`config.mk`:
```
export PLATFORM = sky130hd
export DESIGN_NAME = multicycle_adder
export DESIGN_NICKNAME = d
export VERILOG_FILES = /design/src/rtl/multicycle_adder.sv
export SDC_FILE = /design/constraint.sdc
export NUM_CORES = 1
export LEC_CHECK = 0
export CORE_UTILIZATION = 54
export CTS_BUF_LIST = sky130_fd_sc_hd__clkbuf_8
export CTS_CLUSTER_DIAMETER = 50
export DETAILED_ROUTE_END_ITERATION = 6
export MAX_ROUTING_LAYER = met4
export PLACE_DENSITY = 0.83
export SLEW_MARGIN = 10
export SYNTH_ARGS = -nofsm -noshare
export SYNTH_HDL_FRONTEND = slang
export SYNTH_SLANG_ARGS = --single-unit
```
`constraint.sdc`:
```
create_clock -name clk -period 2.68 [get_ports clk]
set_clock_uncertainty 0.1 [all_clocks]
set_input_delay 0.67 -clock clk [delete_from_list [all_inputs] [get_ports clk]]
set_output_delay 0.67 -clock clk [all_outputs]
set_load 0.01 [all_outputs]
```
`src/rtl/multicycle_adder.sv`:
```
// Sequential adder/subtractor: processes CHUNK bits per clock, carrying
// between slices, with a start/busy/done handshake.
module multicycle_adder #(
    parameter int WIDTH = 32,
    parameter int CHUNK = 8
) (
    input  logic             clk,
    input  logic             reset,
    input  logic             start,
    input  logic             sub,
    input  logic [WIDTH-1:0] a,
    input  logic [WIDTH-1:0] b,
    input  logic             cin,
    output logic             busy,
    output logic             done,
    output logic [WIDTH-1:0] sum,
    output logic             cout,
    output logic             ovf
);

    localparam int NCHUNK = WIDTH / CHUNK;
    localparam int IW     = (NCHUNK > 1) ? $clog2(NCHUNK) : 1;

    localparam logic [0:0] S_IDLE = 1'b0;
    localparam logic [0:0] S_RUN  = 1'b1;

    logic [0:0]       state;
    logic [IW-1:0]    idx;
    logic [WIDTH-1:0] a_q;
    logic [WIDTH-1:0] b_q;
    logic [WIDTH-1:0] partial;
    logic [WIDTH-1:0] partial_next;
    logic             carry;
    logic [CHUNK:0]   slice;
    logic             last;
    logic             msb_cin;

    // Operands shift down so the active slice always sits in the low bits;
    // results enter at the top of partial and shift down into place.
    assign slice = {1'b0, a_q[CHUNK-1:0]}
                 + {1'b0, b_q[CHUNK-1:0]}
                 + {{CHUNK{1'b0}}, carry};

    assign partial_next = (partial >> CHUNK)
                        | (WIDTH'(slice[CHUNK-1:0]) << (WIDTH - CHUNK));

    assign last    = (idx == IW'(NCHUNK - 1));
    assign msb_cin = a_q[CHUNK-1] ^ b_q[CHUNK-1] ^ slice[CHUNK-1];
    assign busy    = (state == S_RUN);

    always_ff @(posedge clk) begin
        if (reset) begin
            state   <= S_IDLE;
            idx     <= '0;
            a_q     <= '0;
            b_q     <= '0;
            carry   <= 1'b0;
            partial <= '0;
            sum     <= '0;
            cout    <= 1'b0;
            ovf     <= 1'b0;
            done    <= 1'b0;
        end else begin
            done <= 1'b0;
            unique case (state)
                S_IDLE: begin
                    if (start) begin
                        a_q   <= a;
                        b_q   <= sub ? ~b : b;
                        carry <= sub ? ~cin : cin;
                        idx   <= '0;
                        state <= S_RUN;
                    end
                end
                S_RUN: begin
                    a_q     <= a_q >> CHUNK;
                    b_q     <= b_q >> CHUNK;
                    partial <= partial_next;
                    carry   <= slice[CHUNK];
                    idx     <= idx + IW'(1);
                    if (last) begin
                        sum   <= partial_next;
                        cout  <= slice[CHUNK];
                        ovf   <= msb_cin ^ slice[CHUNK];
                        done  <= 1'b1;
                        idx   <= '0;
                        state <= S_IDLE;
                    end
                end
                default: state <= S_IDLE;
            endcase
        end
    end

endmodule

```
==> results.json <==
{
  "run_status": "finished clean",
  "highest_layer": "met4",
  "hold_viol": 0,
  "dr_wl_met2_um": 5730,
  "via_count": 4419,
  "wl_met3_um": 576,
  "async_flop_share_pct": 0,
  "avgSynthCellArea_um2": 9.23,
  "io_buffers": 104,
  "drt-pass1-iter-count": 4,
  "gr-total-overflow": 0,
  "grt_first_pass_wirelength_um": 19600,
  "rr_endpoint": "sum[30]$_SDFFE_PP0P_",
  "holdPathEnd": "sum[29]$_SDFFE_PP0P_",
  "drc_errors": 0,
  "period_share_pct": 87.7,
  "fin_crit_ns": 2.35,
  "place_inst": 786,
  "crit_chain": "fa_1 -> inv_1 -> fa_1 -> nor2b_4 -> o31a_4 -> o21ai_0 -> nand3_1 -> a32o_1",
  "cap_violations": 0,
  "final_nets": 751,
  "relSlewSlack_pct": 66.5,
  "cp_max_fo": 4,
  "final.setup.tns_ns": 0,
  "viasPerCell": 5.40,
  "hp-class": "register to register",
  "path_common_cell": "fa_1",
  "htree_levels": 4,
  "die_area_um2": 10400,
  "ant_nets": 0,
  "grt_max_degree": 79,
  "antenna_found_initial": 0,
  "rr_worst_depth": 8,
  "cts.sinks": 127,
  "diodes": 0,
  "seq_area_frac_synth_pct": 47.0,
  "layout-drive-gt1-share_pct": 7.74,
  "wl_met1_um": 5150,
  "final_common_cell": "nor2_1",
  "syn_area_um2": 5410,
  "synth-edff-count": 0,
  "finalSetupViolations": 0,
  "gp_congestion": 0.828,
  "synth_seq_cells": 127,
  "initial_core_util_pct": 55.6,
  "path_class": "register to register",
  "area_growth_pct": 28.3,
  "rsz0062_at_grt": "no",
  "synth_cells": 586,
  "min_delay_path_depth": 2,
  "synthFlopType": "dfxtp_1",
  "p_leak_nw": 2.74,
  "final_max_slew_viol_count": 0,
  "fmax_ghz": 0.425,
  "worst_ep_arrival_time_ns": 2.56,
  "detail_route.wl_per_cell_um": 14.5,
  "grt_pass1_vias": 4085,
  "path_clk_slew_ns": 0.07,
  "ff2ff_setup_slack_ns": 0.33,
  "cts_resized": 0,
  "drt_wl_total_um": 11900,
  "timing.rr.start": "a_q[0]$_SDFFE_PP0P_",
  "insertion_delay_ns": 0.42,
  "critical-path-slowest-cell": "fa_1",
  "cts_setup_buffers": 0,
  "cts_root_buf": "clkbuf_8",
  "tightest_slew_ns": 0.503,
  "ctsLongestPathBuffers": 2,
  "cts_buffers": 17,
  "fp.dieH_um": 102,
  "ios": 105,
  "syn-num-nets": 665,
  "cp-start-kind": "register",
  "final_cells": 818,
  "cts_tree": "done",
  "yosysWarningCount": 0,
  "hp-start": "sum[29]$_SDFFE_PP0P_",
  "die_w_um": 102,
  "timing.hold.ws_ns": 0.362,
  "synth.distinct_cells": 40,
  "cpPeakStageDelay_ns": 0.47,
  "hpwl_um": 8150,
  "grt_usage_pct": 25.2,
  "ir_drop_mv": 0.433,
  "end_kind": "register",
  "cts_hold_buf": 0,
  "final_cell_mix": "nor2_1, dfxtp_1, clkdlybuf4s50_1, a21oi_1, mux2i_1",
  "core_um2": 9730,
  "powerDensity_nw_per_um2": 620,
  "drt-initial-drc-count": 186,
  "required_ns": 2.89,
  "rows": 36
}
worst max-delay path by stage:
| stage | start | to | cells after the start | slack (ns) |
|---|---|---|---|---|
| 4_1_cts | a_q[0]$_SDFFE_PP0P_ | sum[30]$_SDFFE_PP0P_ | 8 | 0.33 |
| 3_5_place_dp | a_q[0]$_SDFFE_PP0P_ | sum[30]$_SDFFE_PP0P_ | 8 | 0.36 |
| 3_3_place_gp | a_q[0]$_SDFFE_PP0P_ | sum[30]$_SDFFE_PP0P_ | 8 | 0.46 |
| 5_1_grt | a_q[0]$_SDFFE_PP0P_ | sum[30]$_SDFFE_PP0P_ | 8 | 0.23 |
| 2_1_floorplan | a_q[0]$_SDFFE_PP0P_ | sum[30]$_SDFFE_PP0P_ | 8 | 0.54 |
| 6_report | a_q[0]$_SDFFE_PP0P_ | sum[30]$_SDFFE_PP0P_ | 8 | 0.33 |
kinds of logic (layout without fill, tap and decap cells):
group	count (synthesis)	in the layout	share of synthesized area, %
AOI/OAI and AO/OA	141	141	18.0
adders and majority gates	10	10	2.59
DFF	127	127	47.0
and+or+nand+nor	160	160	11.8
xor gates and xnor gates	38	38	6.15
buffers and inverters	56	155	4.44
muxes	54	54	10.0
power by group:
part	switching, mW	internal, mW	leakage (nW)
logic	0.274	0.276	1.49
registers	0.0618	1.97	1.04
clock network	0.786	0.935	0.209
per-layer routing:
metal | global-route usage, % | up-vias
li1 | - | 2205
met1 | 29.3 | 2027
met2 | 40.1 | 160
met3 | 5.88 | 27
met4 | 13.6 | 0
met5 | - | -
Yosys cell counts, drive strengths merged (2+ instances only):
cell type  instances  area (µm²)
o21ai             10        50.0
a22o              29         254
ha                 8         100
clkbuf            22        82.6
xnor2             37         324
nand3              2        10.0
nand2              9        33.8
inv                8        30.0
o21a               2        15.0
nor3b              2        15.0
nor2b              2        20.0
o311ai             2        17.5
nor2             140         526
dfxtp            127        2540
o21bai             2        15.0
buf               26         128
fa                 2        40.0
a21oi             55         279
a211oi            34         255
mux2i             53         531
flip-flops by register name, summed over array words and instances (netlist names):
signal / cells
partial: 24
carry: 1
b_q: 32
a_q: 32
done: 1
ovf: 1
sum: 32
busy: 1
cout: 1
idx: 2
cell type report:
cell class	instances	area [µm²]
Fill cell	761	2790
Multi-Input combinational cell	403	2630
Timing Repair Buffer	115	1150
Clock buffer	17	234
Tap cell	133	166
Sequential cell	127	2550
Inverter	8	30.0
Clock inverter	15	188
critical path: cells and delay by family, from the launching register on:
kind | cells | cell delay, ns
compound gates | 3 | 0.81
fa+ha+maj | 2 | 0.72
buf+inv | 1 | 0.09
flops | 1 | 0.34
simple gates | 2 | 0.19
stage by stage:
step | utilization [%] | setup WS (ns) | instance area [µm²] | power (mW)
global placement | 67.0 | 0.455 | 6520 | 2.60
detailed placement | 67.0 | 0.356 | 6520 | 2.62
finish | 71.3 | 0.329 | 6940 | 4.30
CTS | 71.3 | 0.328 | 6940 | 4.33
floorplan | - | 0.538 | 5410 | 2.42
global route | 71.3 | 0.234 | 6940 | 4.51
(Power assumes the default switching activity.)
